<file path="config.mk">
export PLATFORM = sky130hd
export DESIGN_NAME = peltier_regulator
export DESIGN_NICKNAME = d
export VERILOG_FILES = /design/src/rtl/peltier_regulator.sv
export SDC_FILE = /design/constraint.sdc
export NUM_CORES = 1
export LEC_CHECK = 0
export CORE_ASPECT_RATIO = 0.8
export CORE_MARGIN = 8
export CORE_UTILIZATION = 30
export CTS_BUF_LIST = sky130_fd_sc_hd__clkbuf_2 sky130_fd_sc_hd__clkbuf_4 sky130_fd_sc_hd__clkbuf_8
export CTS_CLUSTER_DIAMETER = 150
export DETAILED_ROUTE_END_ITERATION = 10
export RECOVER_POWER = 25
export SYNTH_ARGS = -nofsm -noshare
export SYNTH_HDL_FRONTEND = slang
export SYNTH_SLANG_ARGS = --single-unit
</file>
<file path="constraint.sdc">
create_clock -name clk -period 7.23 [get_ports clk]
set_clock_uncertainty 0.2 [all_clocks]
set_input_delay 0.723 -clock clk [delete_from_list [all_inputs] [get_ports clk]]
set_output_delay 0.723 -clock clk [all_outputs]
set_load 0.02 [all_outputs]
</file>
<file path="src/rtl/peltier_regulator.sv">
// Peltier temperature regulator: periodically samples an MCP3008 through a
// request/accept handshake and runs a clamped PI loop to produce a PWM duty.
//
// state    | meaning
// ---------+-------------------------------------------------
// IDLE     | waiting for the sample-period tick
// TRIG1    | conversion request, first cycle
// TRIG2    | conversion request, second cycle
// WAIT     | waiting for mcp_avail, timeout timer running
// ACCEPT   | consume result, latch last_code
// CALC_P   | error and proportional term
// CALC_I   | integrator update with anti-windup clamp
// CALC_OUT | combine terms, register duty
module peltier_regulator #(
    parameter int SAMPLE_PERIOD = 1000000,
    parameter int TIMEOUT       = 4096,
    parameter int PSHIFT        = 4,
    parameter int ISHIFT        = 8
) (
    input  logic        clk,
    input  logic        rst,
    input  logic        enable,
    input  logic [9:0]  setpoint,
    input  logic [7:0]  kp,
    input  logic [7:0]  ki,
    input  logic        mcp_busy,
    output logic        mcp_sample,
    input  logic [15:0] mcp_data,
    input  logic        mcp_avail,
    output logic        mcp_accept,
    output logic [7:0]  duty,
    output logic [9:0]  last_code,
    output logic        fault
);

    localparam int PW = (SAMPLE_PERIOD > 1) ? $clog2(SAMPLE_PERIOD) : 1;
    localparam int TW = (TIMEOUT > 1) ? $clog2(TIMEOUT) : 1;
    localparam logic signed [20:0] I_MAX = 21'(255) <<< ISHIFT;

    typedef enum logic [2:0] {
        IDLE, TRIG1, TRIG2, WAIT, ACCEPT, CALC_P, CALC_I, CALC_OUT
    } state_t;

    state_t state, state_nxt;

    logic [PW-1:0]      period_cnt;
    logic               tick;
    logic [TW-1:0]      tmo_cnt;
    logic               tmo_done;
    logic               enable_d;
    logic signed [10:0] err, err_nxt;
    logic signed [18:0] p_term, p_nxt, p_sh;
    logic signed [19:0] integ, i_inc, i_sh;
    logic signed [20:0] integ_sum, out_sum;
    logic               unused_data;

    assign unused_data = ^mcp_data[15:10];
    assign tick        = (period_cnt == PW'(SAMPLE_PERIOD - 1));
    assign tmo_done    = (tmo_cnt == '0);

    // Datapath arithmetic, all sign-extended so no intermediate can overflow.
    assign err_nxt   = $signed({1'b0, last_code}) - $signed({1'b0, setpoint});
    assign p_nxt     = $signed({{8{err_nxt[10]}}, err_nxt}) * $signed({11'b0, kp});
    assign i_inc     = $signed({{9{err[10]}}, err}) * $signed({12'b0, ki});
    assign integ_sum = $signed({integ[19], integ}) + $signed({i_inc[19], i_inc});
    assign p_sh      = p_term >>> PSHIFT;
    assign i_sh      = integ >>> ISHIFT;
    assign out_sum   = $signed({{2{p_sh[18]}}, p_sh}) + $signed({i_sh[19], i_sh});

    always_ff @(posedge clk) begin
        if (rst || tick) period_cnt <= '0;
        else             period_cnt <= period_cnt + 1'b1;
    end

    always_ff @(posedge clk) begin
        if (rst || state != WAIT) tmo_cnt <= TW'(TIMEOUT - 1);
        else if (!tmo_done)       tmo_cnt <= tmo_cnt - 1'b1;
    end

    always_ff @(posedge clk) begin
        if (rst) state <= IDLE;
        else     state <= state_nxt;
    end

    always_comb begin
        state_nxt = state;
        if (!enable) begin
            state_nxt = IDLE;
        end else begin
            unique case (state)
                IDLE:     if (tick && !mcp_busy) state_nxt = TRIG1;
                TRIG1:    state_nxt = TRIG2;
                TRIG2:    state_nxt = WAIT;
                WAIT: begin
                    if (mcp_avail)     state_nxt = ACCEPT;
                    else if (tmo_done) state_nxt = IDLE;
                end
                ACCEPT:   state_nxt = CALC_P;
                CALC_P:   state_nxt = CALC_I;
                CALC_I:   state_nxt = CALC_OUT;
                CALC_OUT: state_nxt = IDLE;
                default:  state_nxt = IDLE;
            endcase
        end
    end

    always_comb begin
        mcp_sample = 1'b0;
        mcp_accept = 1'b0;
        if (enable && (state == TRIG1 || state == TRIG2)) mcp_sample = 1'b1;
        if (state == ACCEPT)                              mcp_accept = 1'b1;
    end

    always_ff @(posedge clk) begin
        if (rst) begin
            enable_d  <= 1'b0;
            duty      <= '0;
            last_code <= '0;
            fault     <= 1'b0;
            err       <= '0;
            p_term    <= '0;
            integ     <= '0;
        end else begin
            enable_d <= enable;
            if (enable_d && !enable) fault <= 1'b0;
            if (!enable) begin
                duty  <= '0;
                integ <= '0;
            end else begin
                unique case (state)
                    WAIT: begin
                        if (!mcp_avail && tmo_done) begin
                            fault <= 1'b1;
                            duty  <= '0;
                        end
                    end
                    ACCEPT: last_code <= mcp_data[9:0];
                    CALC_P: begin
                        err    <= err_nxt;
                        p_term <= p_nxt;
                    end
                    CALC_I: begin
                        if (integ_sum < 0)          integ <= '0;
                        else if (integ_sum > I_MAX) integ <= 20'(I_MAX);
                        else                        integ <= integ_sum[19:0];
                    end
                    CALC_OUT: begin
                        if (out_sum < 0)                      duty <= '0;
                        else if (out_sum > 21'sd255)          duty <= 8'd255;
                        else                                  duty <= out_sum[7:0];
                    end
                    default: ;
                endcase
            end
        end
    end

endmodule

</file>
### Word-level counts from Yosys, hierarchy flattened

Cells that the tools add are included.

| operators by class | value |
|---|---|
| add/subtract/negate cells | 5 |
| multipliers | 2 |
| magnitude comparators | 4 |
| eq/ne operators | 12 |
| muxes and demuxes | 16 |
| bitwise gates (word level) | 1 |
| reduce and logical (&&, ||, !) cells | 18 |

Operators with widths:

| kind | number |
|---|---|
| two-way mux 20 bit | 2 |
| two-way mux 8 bit | 3 |
| one-hot mux 3 bit (8 select lines) | 1 |
| adder 20 x 20 -> 21 bit | 1 |
| greater-than comparator 21 x 17 -> 1 bit (second input constant) | 1 |
| < comparator 21 x 1 -> 1 bit (second input constant) | 1 |
| adder 20 x 1 -> 20 bit (second input constant) | 1 |
| equality test 20 bit (second input constant) | 1 |
| multiplier 11 x 9 -> 20 bit | 1 |
| multiplier 11 x 9 -> 19 bit | 1 |
| adder 15 x 12 -> 16 bit | 1 |
| greater-than comparator 16 x 9 -> 1 bit (second input constant) | 1 |
| < comparator 16 x 1 -> 1 bit (second input constant) | 1 |
| one-hot mux 8 bit (2 select lines) | 1 |
| equality test 3 bit (second input constant) | 4 |
| logical NOT 12 bit | 1 |
| subtractor 12 x 1 -> 12 bit (second input constant) | 1 |
| subtractor 10 x 10 -> 11 bit | 1 |
| two-way mux 3 bit | 3 |
| AND reduction 2 bit | 4 |
| equality test 3 x 2 -> 1 bit (second input constant) | 2 |
| two-way mux 1 bit | 6 |
| logical AND 1 bit | 4 |
| inequality test 2 bit (second input constant) | 2 |
| other kinds (9) | 13 |

| storage, ports and cells | value |
|---|---|
| bits in registers | 105 |
| input port bits | 47 |
| output and inout bits | 21 |
| logic and storage cells | 68 |

### Longest topological paths before layout

| depth | value |
|---|---|
| word-level depth | 6 |
| mapped depth | 27 |
| gate-level depth less buffers | 27 |

### Least setup slack after synthesis

Ideal clock, no wire load.

| timing path | value |
|---|---|
| path kind | in2reg |
| from | input port setpoint[0] |
| to | register p_term[18] |
| setup time | 0.086 ns |
| arrival time | 6.578 ns |
| required time | 6.944 ns |
| setup slack | 0.366 ns |
| stages | 25 |
| buffers on the path | 0 |
| cells stage by stage | ha_1 -> inv_1 -> fa_1 -> a21o_1 -> a21oi_1 -> o21bai_1 -> a21oi_1 -> o21bai_1 -> a211o_1 -> a21oi_1 -> nand2_1 -> fa_1 -> inv_1 -> fa_1 -> inv_1 -> fa_1 -> inv_1 -> fa_1 -> ha_1 -> and2_1 -> o21a_1 -> nor3_1 -> o31ai_1 -> xnor2_1 -> a211oi_1 |

| between the ends | value |
|---|---|
| cells in the longest elaborated chain, start to end | 2 |

Ends and longest elaborated chain:

| item | line | RTL |
|---|---|---|
| start: declaration | 23 | `input logic [9:0] setpoint,` |
| subtractor 10 x 10 -> 11 bit | 62 | `assign err_nxt = $signed({1'b0, last_code}) - $signed({1'b0, setpoint});` |
| multiplier 11 x 9 -> 19 bit | 63 | `assign p_nxt = $signed({{8{err_nxt[10]}}, err_nxt}) * $signed({11'b0, kp});` |
| end signal: assignment | 140 | `p_term <= p_nxt;` |
| end: declaration | 52 | `logic signed [18:0] p_term, p_nxt, p_sh;` |

No other way between the ends.
A chain may end at the register's enable or synchronous reset.

### Worst setup path in the final report

| timing path | value |
|---|---|
| from | input port setpoint[0] |
| to | register p_term[15] |

Same word-level chain as after synthesis.

==> impl_results.md <==
* Status: completed
* CP Launch Type: input pin
* Post-CTS Hold Fix Bufs at 0
* Combinational share of power at 0.614
* Setup TNS at 0 ps
* Clock transition at path regs at 110 ps
* Clock power frac at 0.155
* Grt met1 use at 0.176
* Largest net degree at the start of global routing at 46
* H-tree levels at 3
* Switch share at 0.392
* Pwr/cell area at 168 nW/um2
* Fin. max-slew vios at 0
* #FFs+latches synth at 101
* Die Height at 198 um
* Slowest cell on crit path: fa_1
* Post-Synthesis Cells at 1490
* Pleak at 6.76 nW
* Hpwl dp at 24300 um
* DR vias/cell at 4.68
* Synth top cells by count: 265 x inv_1, 199 x nand2_1, 162 x fa_1
* Critical path arrival at 6960 ps
* Avg Inst Size Synth at 8.35 um2
* CP Class: in2reg
* Number of fill cells at 4305
* Switch Pwr at 0.000947 W
* DR iter-0 viols at 578
* Initial antenna violation count at 0
* All-Layer GR Usage at 0.125
* Synth warnings at 0
* Area contributors post-synth: fa_1 26%, dfxtp_1 16%, ha_1 11%
* Top cell type's share of synthesized area at 0.261
* Setup Viol. Count Final at 0
* Post-Syn Nets at 1808
* Via total after detailed routing at 10.0k
* Crit-path most repeated cell: fa_1
* Final period utilization at 0.957
* Maximum vdd drop at 0.206 mV
* Worst EP required at 7270 ps
* RSZ-0062 raised after global routing: yes
* Met3 usage at 0.0156
* Sequential share of the synthesized area at 0.162
* CTS Sinks at 101
* Post-Route WL at 29000 um
* Routed len/inst at 13.5 um
* GP Congestion at 0.814
* Synth-to-Final Area Change at 15.5%
* Cell Rows at 66
* GR peak layer: met2
* Core Area at 40800 um2
* ANT nets after route at 0
* Met2 Use GR at 0.201
* Post-Synth Simple-Gate Area at 0.201
* Largest fanout on the critical path at 6
* Netlist cell types at 67
* # port buffers at 61
* Vias in the first global route at 10.3k
* FFs w/ async S/R, synth at 0
* Slew @ Worst Pin at 1140 ps
* Fin Hold WS at 266 ps
* Post-synthesis xor/xnor area fraction at 0.0500
* Syn Std Cell Area at 12400 um2
* Worst-Skew Late Latency at 390 ps
* P_int at 0.00147 W
* Top_reg_cell synth: dfxtp_1
* EDFF count, synth at 0
* # DRC at 0
* Rel. slew slack at 0.232
* CP endpoint kind: flip-flop
* HP Class: reg2reg
* Io pins at 68
* Max_cap viols at 0
* Most frequent cell after synthesis: inv_1
* Compound-Gate Fraction of Synth Area at 0.121
* Fin crit period at 6920 ps
* DIE WIDTH at 244 um
* Fin. Hold Viols at 0
* Mux cell area share after synthesis at 0.000804
* CTS tree: done
* Max incr delay on CP at 560 ps
* Adder-Cell Fraction of Synth Area at 0.370
* Initial Util at 0.305
* GRT overflow at 0
* Main combinational cell family by area after synthesis: adder cells
* First-pass GRT wire length at 50700 um
* CTS root buf: clkbuf_8
* Design Area, Final at 14400 um2
* Achievable frequency at 144 MHz
* CTS Buf Count at 9
* Clk buf depth at 2
* Layout cells sized above 1 at 0.0743
* Reg power frac at 0.232
* Total die area at 48300 um2
* DP Area at 14100 um2
* Largest area contributor in the netlist: fa_1
* Total iterations of the first detailed-routing run at 5
* Nets at 1914
[state kept, by name, summed over array words and instances, names as in the netlist]
register / flops
duty: 8
enable_d: 1
err: 11
fault: 1
integ: 20
last_code: 10
p_term: 15
period_cnt: 20
state: 3
tmo_cnt: 12
[kinds of logic (layout without fill, tap and decap cells)]
| group | count (synthesis) | in the layout |
|---|---|---|
| simple gates | 506 | 506 |
| buf+inv | 309 | 420 |
| xor+xnor | 71 | 71 |
| mux | 1 | 1 |
| compound gates | 231 | 231 |
| other cells | 0 | 1 |
| flops | 101 | 101 |
| fa+ha+maj | 271 | 271 |
[power groups by stage]
stage	combinational, W	clock (W)	sequential, W
after detailed placement	0.00147	0	0.000572
after CTS	0.00148	0.000391	0.000559
after floorplan	0.000947	0	0.000572
after global placement	0.00146	0	0.000572
after global routing	0.00171	0.000412	0.000560
final	0.00148	0.000373	0.000559
[layer usage]
layer  vias to the layer above  wire length, um  part of all wire
li1                       4990                -                 -
met1                      4870            14700              0.51
met2                       162            12900              0.44
met3                        25              990             0.034
met4                         0              461             0.016
met5                         -                0                 0
[repair_timing]
item                                    4_1_cts  5_1_grt
endpoints found under the setup margin        0        6
buffers inserted                              0        3
gates resized for setup                       0       12
[final timing paths]
path                                    to  cells past startpoint  slack [ps]    startpoint
worst max-delay path            p_term[15]                     30         310   setpoint[0]
worst max register to register  p_term[15]                     30         730  last_code[0]
worst min register to register    integ[7]                      2         270      integ[7]
worst min-delay path              integ[7]                      2         270      integ[7]
[through the flow]
step / utilization / std cells / power, W / setup WS, ps
global route: 0.352 / 2145 / 0.00268 / -28.3
global placement: 0.346 / 2126 / 0.00203 / -287
finish: 0.352 / 2146 / 0.00241 / 309
detailed placement: 0.346 / 2126 / 0.00204 / -312
CTS: 0.351 / 2142 / 0.00243 / 86.8
floorplan: - / 1490 / 0.00152 / 366
[cell type report]
| class | instances | area (um2) | share of cell area |
|---|---|---|---|
| diodes | 1 | 2.50 | 0.000174 |
| clock buffers | 9 | 124 | 0.00862 |
| clock inverters | 7 | 71.3 | 0.00496 |
| inverters | 265 | 995 | 0.0692 |
| multi-input cells | 1080 | 9270 | 0.645 |
| flip-flops and latches | 101 | 2020 | 0.141 |
| well taps | 544 | 681 | 0.0474 |
| repair buffers | 139 | 1210 | 0.0840 |
[placed cells by master, fill, tap and decap left out, drive strengths merged, types with 10 or more instances in the layout]
cell type,netlist,routed
xnor2,43,43
ha,109,109
nor3,28,28
fa,162,162
nand3,35,35
and3,10,10
o21ai,42,42
o21a,12,12
xor2,28,28
nand2b,10,10
nor2b,22,22
and2,95,95
clkdlybuf4s50,0,59
buf,4,79
or3,13,13
dfxtp,101,101
nor2,58,58
a21oi,84,84
o31ai,12,12
inv,265,271
nand2,199,199
[critical path, delay by kind of cell]
family	cells	cell delay [ps]
xor gates and xnor gates	1	130
AOI/OAI and AO/OA	11	1750
buffers and inverters	8	1140
adders and majority gates	7	2910
and+or+nand+nor	3	310
(Power assumes the default switching activity.)
